`src/rtl/scramble_sequencer_if.sv`:
```
`default_nettype none
// ============================================================================
// scramble_sequencer_if : player-input / grid-cell bus of the scramble sequencer
// Revision : 1.0
// ============================================================================
interface scramble_sequencer_if;
    logic       start;
    logic       user_fire;
    logic       user_nRow;
    logic [3:0] user_row_column;
    logic       user_error;
    logic [3:0] row_out;
    logic [3:0] col_out;
    logic       fire_out;
    logic       busy;
    logic       done;
    logic [7:0] moves_left;

    modport master (
        output start,
        output user_fire,
        output user_nRow,
        output user_row_column,
        output user_error,
        input  row_out,
        input  col_out,
        input  fire_out,
        input  busy,
        input  done,
        input  moves_left
    );

    modport slave (
        input  start,
        input  user_fire,
        input  user_nRow,
        input  user_row_column,
        input  user_error,
        output row_out,
        output col_out,
        output fire_out,
        output busy,
        output done,
        output moves_left
    );
endinterface
`default_nettype wire

```
`src/rtl/scramble_sequencer.sv`:
```
`default_nettype none
// ============================================================================
// scramble_sequencer : player pass-through and paced LFSR-driven grid scrambler
// Revision : 1.0
// ============================================================================
module scramble_sequencer #(
    parameter int unsigned NUM_MOVES   = 16,
    parameter int unsigned PACE_CYCLES = 1024,
    parameter logic [15:0] LFSR_SEED   = 16'hACE1
) (
    input  logic                 clk,
    input  logic                 reset,
    scramble_sequencer_if.slave  bus
);

    // x^16 + x^14 + x^13 + x^11 + 1, right-shifting Galois form
    localparam logic [15:0] c_lfsr_taps   = 16'hB400;
    localparam logic [15:0] c_seed        = (LFSR_SEED == 16'h0000) ? 16'h0001 : LFSR_SEED;
    localparam int          c_pace_w      = (PACE_CYCLES > 1) ? $clog2(PACE_CYCLES) : 1;
    localparam logic [c_pace_w-1:0] c_pace_reload = c_pace_w'(PACE_CYCLES - 1);
    localparam logic [7:0]  c_num_moves   = 8'(NUM_MOVES);

    typedef enum logic [1:0] {
        S_IDLE   = 2'd0,
        S_PACE   = 2'd1,
        S_PULSE  = 2'd2,
        S_FINISH = 2'd3
    } state_t;

    state_t              state_q,       state_d;
    logic [15:0]         lfsr_q,        lfsr_d;
    logic                start_prev_q,  start_prev_d;
    logic                fire_prev_q,   fire_prev_d;
    logic [c_pace_w-1:0] pace_cnt_q,    pace_cnt_d;
    logic [2:0]          prev_move_q,   prev_move_d;
    logic                prev_valid_q,  prev_valid_d;
    logic [3:0]          row_out_q,     row_out_d;
    logic [3:0]          col_out_q,     col_out_d;
    logic                fire_out_q,    fire_out_d;
    logic                busy_q,        busy_d;
    logic                done_q,        done_d;
    logic [7:0]          moves_left_q,  moves_left_d;

    logic [15:0]         w_lfsr_next;
    logic                w_start_rise;
    logic                w_fire_rise;
    logic [2:0]          w_draw_raw;
    logic [2:0]          w_draw_move;
    logic [3:0]          w_draw_onehot;

    always_comb begin
        w_lfsr_next   = lfsr_q[0] ? ((lfsr_q >> 1) ^ c_lfsr_taps) : (lfsr_q >> 1);
        w_start_rise  = bus.start & ~start_prev_q;
        w_fire_rise   = bus.user_fire & ~fire_prev_q;
        // move = {sel_nRow, idx}; bump idx so a move never undoes the previous one
        w_draw_raw    = lfsr_q[2:0];
        w_draw_move   = w_draw_raw;
        if (prev_valid_q && (w_draw_raw == prev_move_q)) begin
            w_draw_move = {w_draw_raw[2], w_draw_raw[1:0] + 2'd1};
        end
        w_draw_onehot = 4'b0001 << w_draw_move[1:0];
    end

    always_comb begin
        state_d      = state_q;
        lfsr_d       = w_lfsr_next;
        start_prev_d = bus.start;
        fire_prev_d  = bus.user_fire;
        pace_cnt_d   = pace_cnt_q;
        prev_move_d  = prev_move_q;
        prev_valid_d = prev_valid_q;
        row_out_d    = row_out_q;
        col_out_d    = col_out_q;
        fire_out_d   = 1'b0;
        busy_d       = busy_q;
        done_d       = 1'b0;
        moves_left_d = moves_left_q;

        case (state_q)
            S_IDLE: begin
                if (w_start_rise) begin
                    row_out_d = 4'b0000;
                    col_out_d = 4'b0000;
                    if (c_num_moves == 8'd0) begin
                        state_d = S_FINISH;
                    end else begin
                        moves_left_d = c_num_moves;
                        pace_cnt_d   = c_pace_reload;
                        busy_d       = 1'b1;
                        prev_valid_d = 1'b0;
                        state_d      = S_PACE;
                    end
                end else if (bus.user_error) begin
                    row_out_d = 4'b0000;
                    col_out_d = 4'b0000;
                end else begin
                    if (bus.user_nRow) begin
                        row_out_d = 4'b0000;
                        col_out_d = bus.user_row_column;
                    end else begin
                        row_out_d = bus.user_row_column;
                        col_out_d = 4'b0000;
                    end
                    fire_out_d = w_fire_rise;
                end
            end

            S_PACE: begin
                if (pace_cnt_q == '0) begin
                    row_out_d    = w_draw_move[2] ? 4'b0000 : w_draw_onehot;
                    col_out_d    = w_draw_move[2] ? w_draw_onehot : 4'b0000;
                    prev_move_d  = w_draw_move;
                    prev_valid_d = 1'b1;
                    state_d      = S_PULSE;
                end else begin
                    pace_cnt_d = pace_cnt_q - c_pace_w'(1);
                end
            end

            S_PULSE: begin
                // selection registered last cycle stays on the bus while fire rises
                fire_out_d   = 1'b1;
                moves_left_d = moves_left_q - 8'd1;
                if (moves_left_q == 8'd1) begin
                    state_d = S_FINISH;
                end else begin
                    pace_cnt_d = c_pace_reload;
                    state_d    = S_PACE;
                end
            end

            S_FINISH: begin
                done_d    = 1'b1;
                busy_d    = 1'b0;
                row_out_d = 4'b0000;
                col_out_d = 4'b0000;
                state_d   = S_IDLE;
            end

            default: begin
                state_d = S_IDLE;
            end
        endcase
    end

    always_ff @(posedge clk) begin
        if (reset) begin
            state_q      <= S_IDLE;
            lfsr_q       <= c_seed;
            start_prev_q <= 1'b0;
            fire_prev_q  <= 1'b0;
            pace_cnt_q   <= '0;
            prev_move_q  <= 3'b000;
            prev_valid_q <= 1'b0;
            row_out_q    <= 4'b0000;
            col_out_q    <= 4'b0000;
            fire_out_q   <= 1'b0;
            busy_q       <= 1'b0;
            done_q       <= 1'b0;
            moves_left_q <= 8'd0;
        end else begin
            state_q      <= state_d;
            lfsr_q       <= lfsr_d;
            start_prev_q <= start_prev_d;
            fire_prev_q  <= fire_prev_d;
            pace_cnt_q   <= pace_cnt_d;
            prev_move_q  <= prev_move_d;
            prev_valid_q <= prev_valid_d;
            row_out_q    <= row_out_d;
            col_out_q    <= col_out_d;
            fire_out_q   <= fire_out_d;
            busy_q       <= busy_d;
            done_q       <= done_d;
            moves_left_q <= moves_left_d;
        end
    end

    assign bus.row_out    = row_out_q;
    assign bus.col_out    = col_out_q;
    assign bus.fire_out   = fire_out_q;
    assign bus.busy       = busy_q;
    assign bus.done       = done_q;
    assign bus.moves_left = moves_left_q;

endmodule
`default_nettype wire

```
`src/flat_wrapper.sv`:
```
// flat-port wrapper written by rule: the top's interface ports become plain ports
module scramble_sequencer_flat 
#(
    parameter int unsigned NUM_MOVES   = 16,
    parameter int unsigned PACE_CYCLES = 1024,
    parameter logic [15:0] LFSR_SEED   = 16'hACE1
)
  (clk, reset, bus_start, bus_user_fire, bus_user_nRow, bus_user_row_column, bus_user_error, bus_row_out, bus_col_out, bus_fire_out, bus_busy, bus_done, bus_moves_left);
  scramble_sequencer_if bus_i ();
  input  logic clk;
  input  logic reset;
  input wire logic [$bits(bus_i.start)-1:0] bus_start;
  input wire logic [$bits(bus_i.user_fire)-1:0] bus_user_fire;
  input wire logic [$bits(bus_i.user_nRow)-1:0] bus_user_nRow;
  input wire logic [$bits(bus_i.user_row_column)-1:0] bus_user_row_column;
  input wire logic [$bits(bus_i.user_error)-1:0] bus_user_error;
  output wire logic [$bits(bus_i.row_out)-1:0] bus_row_out;
  output wire logic [$bits(bus_i.col_out)-1:0] bus_col_out;
  output wire logic [$bits(bus_i.fire_out)-1:0] bus_fire_out;
  output wire logic [$bits(bus_i.busy)-1:0] bus_busy;
  output wire logic [$bits(bus_i.done)-1:0] bus_done;
  output wire logic [$bits(bus_i.moves_left)-1:0] bus_moves_left;
  assign bus_i.start = bus_start;
  assign bus_i.user_fire = bus_user_fire;
  assign bus_i.user_nRow = bus_user_nRow;
  assign bus_i.user_row_column = bus_user_row_column;
  assign bus_i.user_error = bus_user_error;
  assign bus_row_out = bus_i.row_out;
  assign bus_col_out = bus_i.col_out;
  assign bus_fire_out = bus_i.fire_out;
  assign bus_busy = bus_i.busy;
  assign bus_done = bus_i.done;
  assign bus_moves_left = bus_i.moves_left;
  scramble_sequencer #(.NUM_MOVES(NUM_MOVES), .PACE_CYCLES(PACE_CYCLES), .LFSR_SEED(LFSR_SEED)) u_core (.clk(clk), .reset(reset), .bus(bus_i));
endmodule
```
`config.mk`:
```
export PLATFORM = sky130hd
export DESIGN_NAME = scramble_sequencer_flat
export DESIGN_NICKNAME = d
export VERILOG_FILES = /design/src/rtl/scramble_sequencer_if.sv /design/src/rtl/scramble_sequencer.sv /design/src/flat_wrapper.sv
export SDC_FILE = /design/constraint.sdc
export NUM_CORES = 1
export LEC_CHECK = 0
export ABC_CLOCK_PERIOD_IN_PS = 4050
export CAP_MARGIN = 10
export CORE_MARGIN = 5
export CORE_UTILIZATION = 55
export CTS_CLUSTER_SIZE = 24
export DETAILED_ROUTE_END_ITERATION = 7
export HOLD_SLACK_MARGIN = 0.15
export PLACE_DENSITY = 0.89
export SLEW_MARGIN = 20
export SYNTH_ARGS = -nofsm -noshare
export SYNTH_HDL_FRONTEND = slang
export SYNTH_SLANG_ARGS = --single-unit
```
`constraint.sdc`:
```
create_clock -name clk -period 4.05 [get_ports clk]
set_clock_uncertainty 0.15 [all_clocks]
set_input_delay 1.215 -clock clk [delete_from_list [all_inputs] [get_ports clk]]
set_output_delay 1.215 -clock clk [all_outputs]
set_load 0.02 [all_outputs]
```
* Yosys cells after proc, flatten, opt, wreduce, memory -nomap -nowiden
Cells that the tools add are included.
Widths: inputs -> output; s select.
** Word-level totals
- Register bits after elaboration :: 53
- Output and inout port bits :: 19
** Operators by class
- Reduce and logical (&&, ||, !) cells :: 15
- Equality and inequality tests :: 9
- Bitwise operators :: 5
- $add $sub $neg :: 3
- Mux-type cells :: 33
- Shift-type cells :: 1
** Operator list (number)
- $mux 4 :: 10
- $mux 10 :: 3
- $pmux 10 s3 :: 1
- $pmux 4 s3 :: 2
- $mux 16 :: 1
- $pmux 8 s2 :: 1
- $logic_not 10->1 :: 1
- $reduce_and 2->1 :: 5
- $sub 10x1->10 const B :: 1
- $eq 8x1->1 const B :: 1
- $mux 2 :: 4
- $mux 8 :: 1
- $pmux 2 s4 :: 1
- $sub 8x1->8 const B :: 1
- $mux 1 :: 6
- $pmux 1 s2 :: 3
- $reduce_bool 2->1 :: 3
- $reduce_bool 3->1 :: 2
- $eq 2x2->1 const B :: 2
- $ne 2x1->1 const B :: 2
- $ne 2x2->1 const B :: 2
- $not 3->4 :: 1
- $reduce_and 4->1 :: 1
- $shl 1x2->4 const A :: 1
- 8 further kinds :: 10

* Logic depth before layout (Yosys ltp)
Gate-level depths: netlist (run 1).
- Word-level depth :: 7
- Depth in mapped cells :: 9
- Mapped depth without buffers :: 7

* Worst setup path after synthesis (run 1)
OpenSTA, ideal clock, no wires.
- Path type :: input -> register
- From :: input bus_start
- To :: register u_core.pace_cnt_q[3]
- Data required time :: 3780 ps
- Path slack :: 1500 ps
- Arrival time :: 2280 ps
- Library setup time :: 120 ps
- Path buffers :: 0
- Stages :: 5
- Cells stage by stage :: nand2b_1 > a21o_1 > a21o_1 > o41a_1 > o31a_1
** On the way
- Longest elaborated chain between the ends :: 3
** RTL lines
- start, declared :: RTL line flat_wrapper.sv:12 : input wire logic [$bits(bus_i.start)-1:0] bus_start;
- $and 1x1->1 :: RTL line scramble_sequencer.sv:53 : w_start_rise = bus.start & ~start_prev_q;
- $ne 2x1->1 (no line)
- $reduce_and 4->1 (no line)
- end signal, assigned :: RTL line scramble_sequencer.sv:166 : pace_cnt_q <= pace_cnt_d;
- end, declared :: RTL line scramble_sequencer.sv:34 : logic [c_pace_w-1:0] pace_cnt_q, pace_cnt_d;
Every way passes these cells.
A chain may end at the register's enable or synchronous reset.

* Final worst setup path (run 1)
- From :: input bus_start
- To :: register u_core.pace_cnt_q[2]
Same word-level chain as after synthesis.

==> flow_results.org, run 1 <==
** Yosys
- The number of nets in the synthesized netlist is 289.
- Gate count of the mapped netlist :: 276
- Counting distinct cell types in the post-synthesis netlist gives 51.
- Largest cells by area after synthesis :: dfxtp_1 (43%), a21oi_1 (5.5%), nor2_1 (3.9%)
- Predominant post-synthesis flop cell :: dfxtp_1
- By count the netlist is led by dfxtp_1 (53), a21oi_1 (27), nor2_1 (26).
- Counting flops with an async set or reset pin after synthesis yields a share of 0%.
- Sequential fraction of the synthesis area :: 42.8%
- Synth Warn # :: 0
- Each instance of the synthesized netlist takes up on average 8.98 um2.
- Flip-flop and latch count after synthesis :: 53
- The synthesized design contains 0 enable-type register cells.
- Netlist area before placement :: 2480 um2
- Of the post-synthesis cell area, the dominant cell type holds 42.8%.
- The biggest area contributor in the post-synthesis netlist is dfxtp_1.
- In the post-synthesis netlist, the cell with the most instances is dfxtp_1.

** Final layout
- Filler cell count :: 348
- Layout area overhead :: 15.4%
- Fraction of final layout cells sized beyond drive strength 1 :: 11.5%
- In the final layout, flip-flops and latches occupy 1060 um2.
- Util after Layout :: 65.7%
- Multi-input logic area :: 1290 um2
- Number of nets at the end of the flow :: 308
- The repair_antennas step left the layout with diodes totalling 0.

** STA
- Setup violations remaining at the end of the flow were counted as 0.
- Static timing analysis puts the maximum clock frequency at 340 MHz.
- Fin crit share :: 72.7%
- Number of max-slew violations in the final report :: 0
- The routed design could run at a clock period as short as 2940 ps.
- Setup total negative slack on the finished layout was measured at 0 ps.
- Fin. Hold Viols :: 0
- For the pin with the worst max-slew slack, the measured transition is 745 ps.
- Worst rel slew slack :: 50.0%
- Setup repair after global routing left no endpoint under its margin.

** Min path
- Class of the tightest hold or removal check :: reg -> reg
- Hold Crit Start :: u_core.lfsr_q[12]$_SDFF_PP0_
- Counting instances, the worst hold path has a depth of 1.
- The worst hold path terminates at u_core.lfsr_q[11]$_SDFF_PP1_.

** Critical path
- For the worst flop-to-flop path, the logic depth is 8.
- In this run the critical register-to-register path is launched from u_core.pace_cnt_q[0]$_SDFFE_PP0P_.
- Worst Path Class, Setup :: in -> reg
- STA classifies the critical path startpoint as a primary input.
- The slowest stage of the critical path is the o21ai_1 cell.
- Register-to-register setup slack :: 1660 ps
- Data on the critical path arrives at its endpoint at 2990 ps.
- The worst setup path is captured at a flop.
- R2r endpoint :: u_core.pace_cnt_q[4]$_SDFFE_PP0P_
- Cell chain of the critical path :: clkdlybuf4s50_1, nor2b_1, o21ai_1, nor2_1, a211oi_2, nor3_2
- In this design, the stage delay of the slowest critical-path cell is 590 ps.
- The critical path runs through a total of 6 cells.
- Number of buffers and inverters on the critical path :: 1
- Crit path required time :: 4100 ps
- Crit path max fanout :: 11
- Cell type group with the largest total delay on the critical path :: compound AO/OA/AOI/OAI gates

** Global route
- Entering global routing, the biggest net connects 23 pins.
- Total overflow reported by the global router :: 0
- Across every metal layer, demand over resource in global routing totals 18.3%.
- The first global-routing pass estimated 9.12 mm of wire.
- Vias in the first global route :: 1959
- Antenna violations before repair :: 0

** Clock tree
- The longest clock path from root to sink contains 2 buffers.
- Hold repair after CTS inserted 0 buffers.
- At the later pin of the worst-skew pair, clock insertion delay measures 320 ps.
- TritonCTS built the clock tree.
- CTS sink cnt :: 53
- Clock-pin slew reported for the worst setup and hold paths after clock tree synthesis :: 90 ps
- # H-tree levels :: 2
- Buffers added to address setup during post-CTS repair amount to 0.
- In this run the clock root is driven by a clkbuf_8.
- Total CTS buffers :: 5
- The number of gates resized after CTS was 0.

** Drt
- Summed over all layers, the routed wires come to 5.30 mm.
- Total iterations of the first detailed-routing run :: 4
- Dividing the detail-routed wire length by the instance count gives 15.2 um.
- Across all layers, the routed design uses 2078 vias.
- For this block, the initial DRC count from the detailed router was 130.
- DRC viols :: 0
- The count of nets left with antenna violations once routing finished came out at 0.
- Routed vias/inst :: 5.97

** Floorplan
- Vertical die dimension :: 77.1 um
- Top-level I/O count :: 29
- The floorplan step defined a core boundary enclosing 4350 um2.
- The floorplan step defined a die boundary enclosing 5950 um2.
- The die is 77.1 um wide.
- Floorplan row count :: 24
- Initial core utilization :: 56.9%

** Power
- Standby leakage power :: 1.02 nW
- Highest ir drop seen on vdd :: 0.000258 V
- For this design the ratio of total power to cell area is 453 nW/um2.

** Place
- Port buffering added 28 buffers.
- Routability-driven placement congestion ratio :: 0.823
- Final HPWL DP :: 3.74 mm

** Run status
- Run status :: finished clean

** Flow run
- Across the run, the number of max-cap violations was 0.
[registers in the layout, indices dropped and copies added, names as in the netlist]
register	flops
u_core.start_prev_q	1
u_core.prev_move_q	3
u_core.bus.row_out	4
u_core.bus.col_out	4
u_core.bus.moves_left	8
u_core.bus.busy	1
u_core.lfsr_q	16
u_core.prev_valid_q	1
u_core.pace_cnt_q	10
u_core.fire_prev_q	1
u_core.bus.done	1
u_core.bus.fire_out	1
u_core.state_q	2
[layout make-up]
type                       count  share of cell area [%]
multi-input combinational    195                    45.1
sequential                    53                    37.1
timing repair buffer          30                    10.3
clock buffer                   6                    2.54
tap                           52                    2.27
clock inverter                 2                    1.36
inverter                      10                    1.31
[worst max path at each step]
| stage | from | slack, ps | end |
|---|---|---|---|
| global placement | bus_start | 570 | u_core.pace_cnt_q[3]$_SDFFE_PP0P_ |
| detailed placement | bus_start | 440 | u_core.pace_cnt_q[2]$_SDFFE_PP0P_ |
| floorplan | bus_start | 1500 | u_core.pace_cnt_q[3]$_SDFFE_PP0P_ |
| global route | bus_start | 1000 | u_core.pace_cnt_q[7]$_SDFFE_PP0P_ |
| finish | bus_start | 1110 | u_core.pace_cnt_q[2]$_SDFFE_PP0P_ |
| CTS | bus_start | 780 | u_core.pace_cnt_q[2]$_SDFFE_PP0P_ |
[through the flow]
stage	instances	setup WS [ps]	area, um2	hold WS (ps)	total power, W
2_1_floorplan	276	1500	2480	239	0.000860
3_3_place_gp	340	574	2750	243	0.000932
3_5_place_dp	340	444	2750	253	0.000944
4_1_cts	348	780	2860	271	0.00130
5_1_grt	348	998	2860	289	0.00136
6_report	348	1110	2860	268	0.00130
[cell families after synthesis]
group | Yosys count | synth area share (%)
xor gates and xnor gates | 8 | 2.83
and+or+nand+nor | 106 | 25.3
adders and majority gates | 3 | 1.51
buffers and inverters | 28 | 5.10
AOI/OAI and AO/OA | 73 | 20.3
muxes | 5 | 2.12
DFF | 53 | 42.8
[placed cells by master (no fill, tap or decap), types with 4 or more instances in the layout]
| cell | n |
|---|---|
| nand3_1 | 4 |
| a211oi_2 | 4 |
| nand2_1 | 11 |
| nor3_1 | 9 |
| clkdlybuf4s50_1 | 28 |
| clkbuf_8 | 5 |
| nor2_1 | 26 |
| a31oi_1 | 5 |
| nor2b_1 | 11 |
| o21ai_0 | 11 |
| xnor2_1 | 8 |
| dfxtp_1 | 53 |
| or2_2 | 5 |
| or4_1 | 4 |
| inv_1 | 10 |
| a21oi_1 | 27 |
| nor3b_1 | 7 |
| and4_1 | 5 |
[metal layers]
metal	track usage, %	wire, um
met5	0	0
met4	7.04	98
met3	3.75	198
met2	30.0	2680
met1	23.4	2320
[power breakdown]
group          internal (W)  switching, W
clock              0.000186      0.000175
combinational      0.000142      0.000171
sequential         0.000573     0.0000502
total              0.000900      0.000396
Note: power is estimated with default switching activity, not from simulation.
==> run 2, diff against run 1 <==
Settings changed: ABC_CLOCK_PERIOD_IN_PS 4050 to 3100.
Clock period 4.05 ns to 3.1 ns, I/O delays scaled along.
==> flow_results.org, run 2 (synthesized netlist as in run 1, its figures left out) <==
** STA
- Based on the critical path, the design can be clocked at up to 371 MHz.
- Setup violations remaining at the end of the flow were counted as 0.
- For the final routed database, the setup TNS stands at 0 ps.
- The count of final hold-check violations came to 0.
- Measured against its own limit, the worst slew margin works out to 52.8%.
- Final period demand of the worst path :: 2700 ps
- Setup repair after global routing missed its margin :: no
- The final count of pins violating max slew was 0.
- The worst path uses 87.0% of the clock period.
- Tightest Pin Transition :: 703 ps

** Global route
- Antenna violations before repair :: 0
- For this run the aggregate overflow at the end of global routing stands at 0.
- The number of global-route vias before repair was 1910.
- First-pass GRT wire length :: 9.02 mm
- Global routing consumed, over all layers together, 18.1% of the routing resources.
- Entering global routing, the biggest net connects 26 pins.

** Floorplan
- Floorplan row count :: 24
- From bottom edge to top edge, the die measures 77.1 um.
- Initial core utilization :: 56.9%
- Top-level I/O count :: 29
- The region available for standard cell placement spans 4350 um2.
- DIE WIDTH :: 77.1 um
- Area of the die :: 5950 um2

** Critical path
- Worst Path Arrival :: 2750 ps
- Data on the critical path is required at its endpoint by 3160 ps.
- Startpoint types :: flop
- Crit path max fanout :: 7
- For flop-to-flop paths, the worst setup slack is 400 ps.
- Kind of end point of the critical path :: flop
- Counting cells, the worst reg-to-reg path comes to 7.
- The endpoint identified for the worst register-to-register timing path is u_core.prev_move_q[1]$_SDFFE_PP0P_.
- The critical path is of the reg -> reg type.
- Start point of the critical path :: u_core.pace_cnt_q[0]$_SDFFE_PP0P_
- The startpoint identified for the worst register-to-register timing path is u_core.pace_cnt_q[0]$_SDFFE_PP0P_.

** Clock tree
- Counting the buffers created by CTS gives 5.
- Counting along the longest clock path gives a buffer depth of 2.
- Root Buffer Master :: clkbuf_8
- The number of hold buffers added after CTS was 0.
- In this run the number of H-tree levels came out at 2.
- CTS sink cnt :: 53
- The clock reaches the later pin of the worst-skew pair after 300 ps.
- Clock-pin slew reported for the worst setup and hold paths after clock tree synthesis :: 90 ps
- Clock tree from TritonCTS :: done
- The number of gates resized after CTS was 0.
- Post-CTS timing repair inserted 0 buffers for setup.

** Place
- Count of buffers from port buffering :: 28
- Number of instances in the placed design :: 342
- At the end of routability-driven placement, the weighted congestion stood at 0.912.
- Final HPWL DP :: 3.65 mm

** Power
- Power spread over the standard cell area amounts to 572 nW/um2.
- Summed over all cells, the static leakage comes to 1.03 nW.
- Across the VDD grid, the largest voltage drop is 0.000327 V.
- Proportion of power drawn by the clock network :: 25.4%
- Power comes to 0.00164 W.
- Combinational logic burns 24.9% of the power.
- Internal power :: 0.00114 W
- Portion of total power attributed to sequential cells :: 49.7%
- Switch share :: 30.5%
- Net load switching power :: 0.000501 W

** Final layout
- The library cell used most frequently in the layout, excluding fill and tap cells, is dfxtp_1.
- Layout area overhead :: 15.6%
- # diodes :: 0
- Most used cells in the layout excluding fill and tap cells :: dfxtp_1 (53), clkdlybuf4s50_1 (28), a21oi_1 (27)
- The register with the most flip-flops in the layout has 16 of them.
- Number of nets at the end of the flow :: 310
- Cells with a size suffix above 1 make up 12.4% of the layout.
- After the flow finishes, the layout carries non-filler instances totaling 350.
- The layout has 359 filler cells.
- The register with the most flip-flops in the final layout is u_core.lfsr_q.

** Drt
- Antenna Nets Post-Route :: 0
- Dividing the detail-routed wire length by the instance count gives 14.7 um.
- After detailed routing, the number of vias per cell comes to 5.83.
- The first routing iteration left 152 violations.
- After detailed routing, the number of remaining DRC violations is 0.
- The final layout contains routed wiring with a total length of 5.13 mm.
- The detailed router placed 2042 vias in this run.
- Total iterations of the first detailed-routing run :: 4

** Min path
- For hold timing, the worst endpoint is u_core.lfsr_q[6]$_SDFF_PP1_.
- Count of cells along the worst hold path :: 1
- The worst hold path belongs to the class reg -> reg.
- The worst hold path begins at u_core.lfsr_q[7]$_SDFF_PP1_.

** Run status
- Run status :: finished clean

** Flow run
- Count of max-cap constraint violations :: 0
[run 2: changes by cell type in the layout (fill, tap and decap cells not counted)]
cell	delta
o21ai_1	-1
clkbuf_8	+2
clkinv_4	-1
bufinv_16	-1
o21ai_0	+1
clkinv_2	+1
buf_4	+2
clkbuf_1	-1
[run 2: power by group through the flow]
stage | sequential (W) | clock [W] | combinational, W
2_1_floorplan | 0.000836 | 0 | 0.000287
3_3_place_gp | 0.000825 | 0 | 0.000396
3_5_place_dp | 0.000829 | 0 | 0.000406
4_1_cts | 0.000813 | 0.000427 | 0.000409
5_1_grt | 0.000827 | 0.000458 | 0.000451
6_report | 0.000815 | 0.000417 | 0.000408
[run 2: worst max-delay path by stage]
stage	to	slack, ps	depth (start not counted)
2_1_floorplan	u_core.pace_cnt_q[3]$_SDFFE_PP0P_	830	5
3_3_place_gp	u_core.pace_cnt_q[3]$_SDFFE_PP0P_	260	6
3_5_place_dp	u_core.pace_cnt_q[3]$_SDFFE_PP0P_	220	6
4_1_cts	u_core.prev_move_q[1]$_SDFFE_PP0P_	440	7
5_1_grt	u_core.prev_move_q[1]$_SDFFE_PP0P_	240	7
6_report	u_core.prev_move_q[1]$_SDFFE_PP0P_	400	7
[run 2: critical path, stage by stage (launching register included)]
cell	delay, ps
dfxtp_1	330
inv_1	90
ha_1	220
or3b_2	550
nor4_2	630
buf_4	270
a21oi_1	90
a311oi_1	260
[run 2: final cells by class]
type                       instances  area [um2]  share of cell area [%]
multi-input combinational        195        1290                    45.0
tap                               52        65.1                    2.27
inverter                          10        37.5                    1.31
clock inverter                     1        5.00                   0.175
timing repair buffer              32         310                    10.8
clock buffer                       7        96.3                    3.36
sequential                        53        1060                    37.0
[run 2: routing by layer]
layer	GRT usage [%]	part of all wire, %	routed length [um]	up-vias
li1	-	-	-	1030
met1	24.1	45	2330	967
met2	29.2	49	2530	38
met3	3.98	4.1	212	7
met4	5.33	1.2	59	0
met5	0	0	0	-
[run 2: through the flow]
stage / cell area, um2 / setup WS [ps] / utilization (%) / hold WS (ps)
after floorplan: 2480 / 835 / - / 239
after global placement: 2770 / 262 / 63.5 / 241
after detailed placement: 2770 / 221 / 63.5 / 246
after CTS: 2870 / 439 / 65.8 / 268
after global routing: 2870 / 238 / 65.8 / 274
final: 2870 / 403 / 65.8 / 265
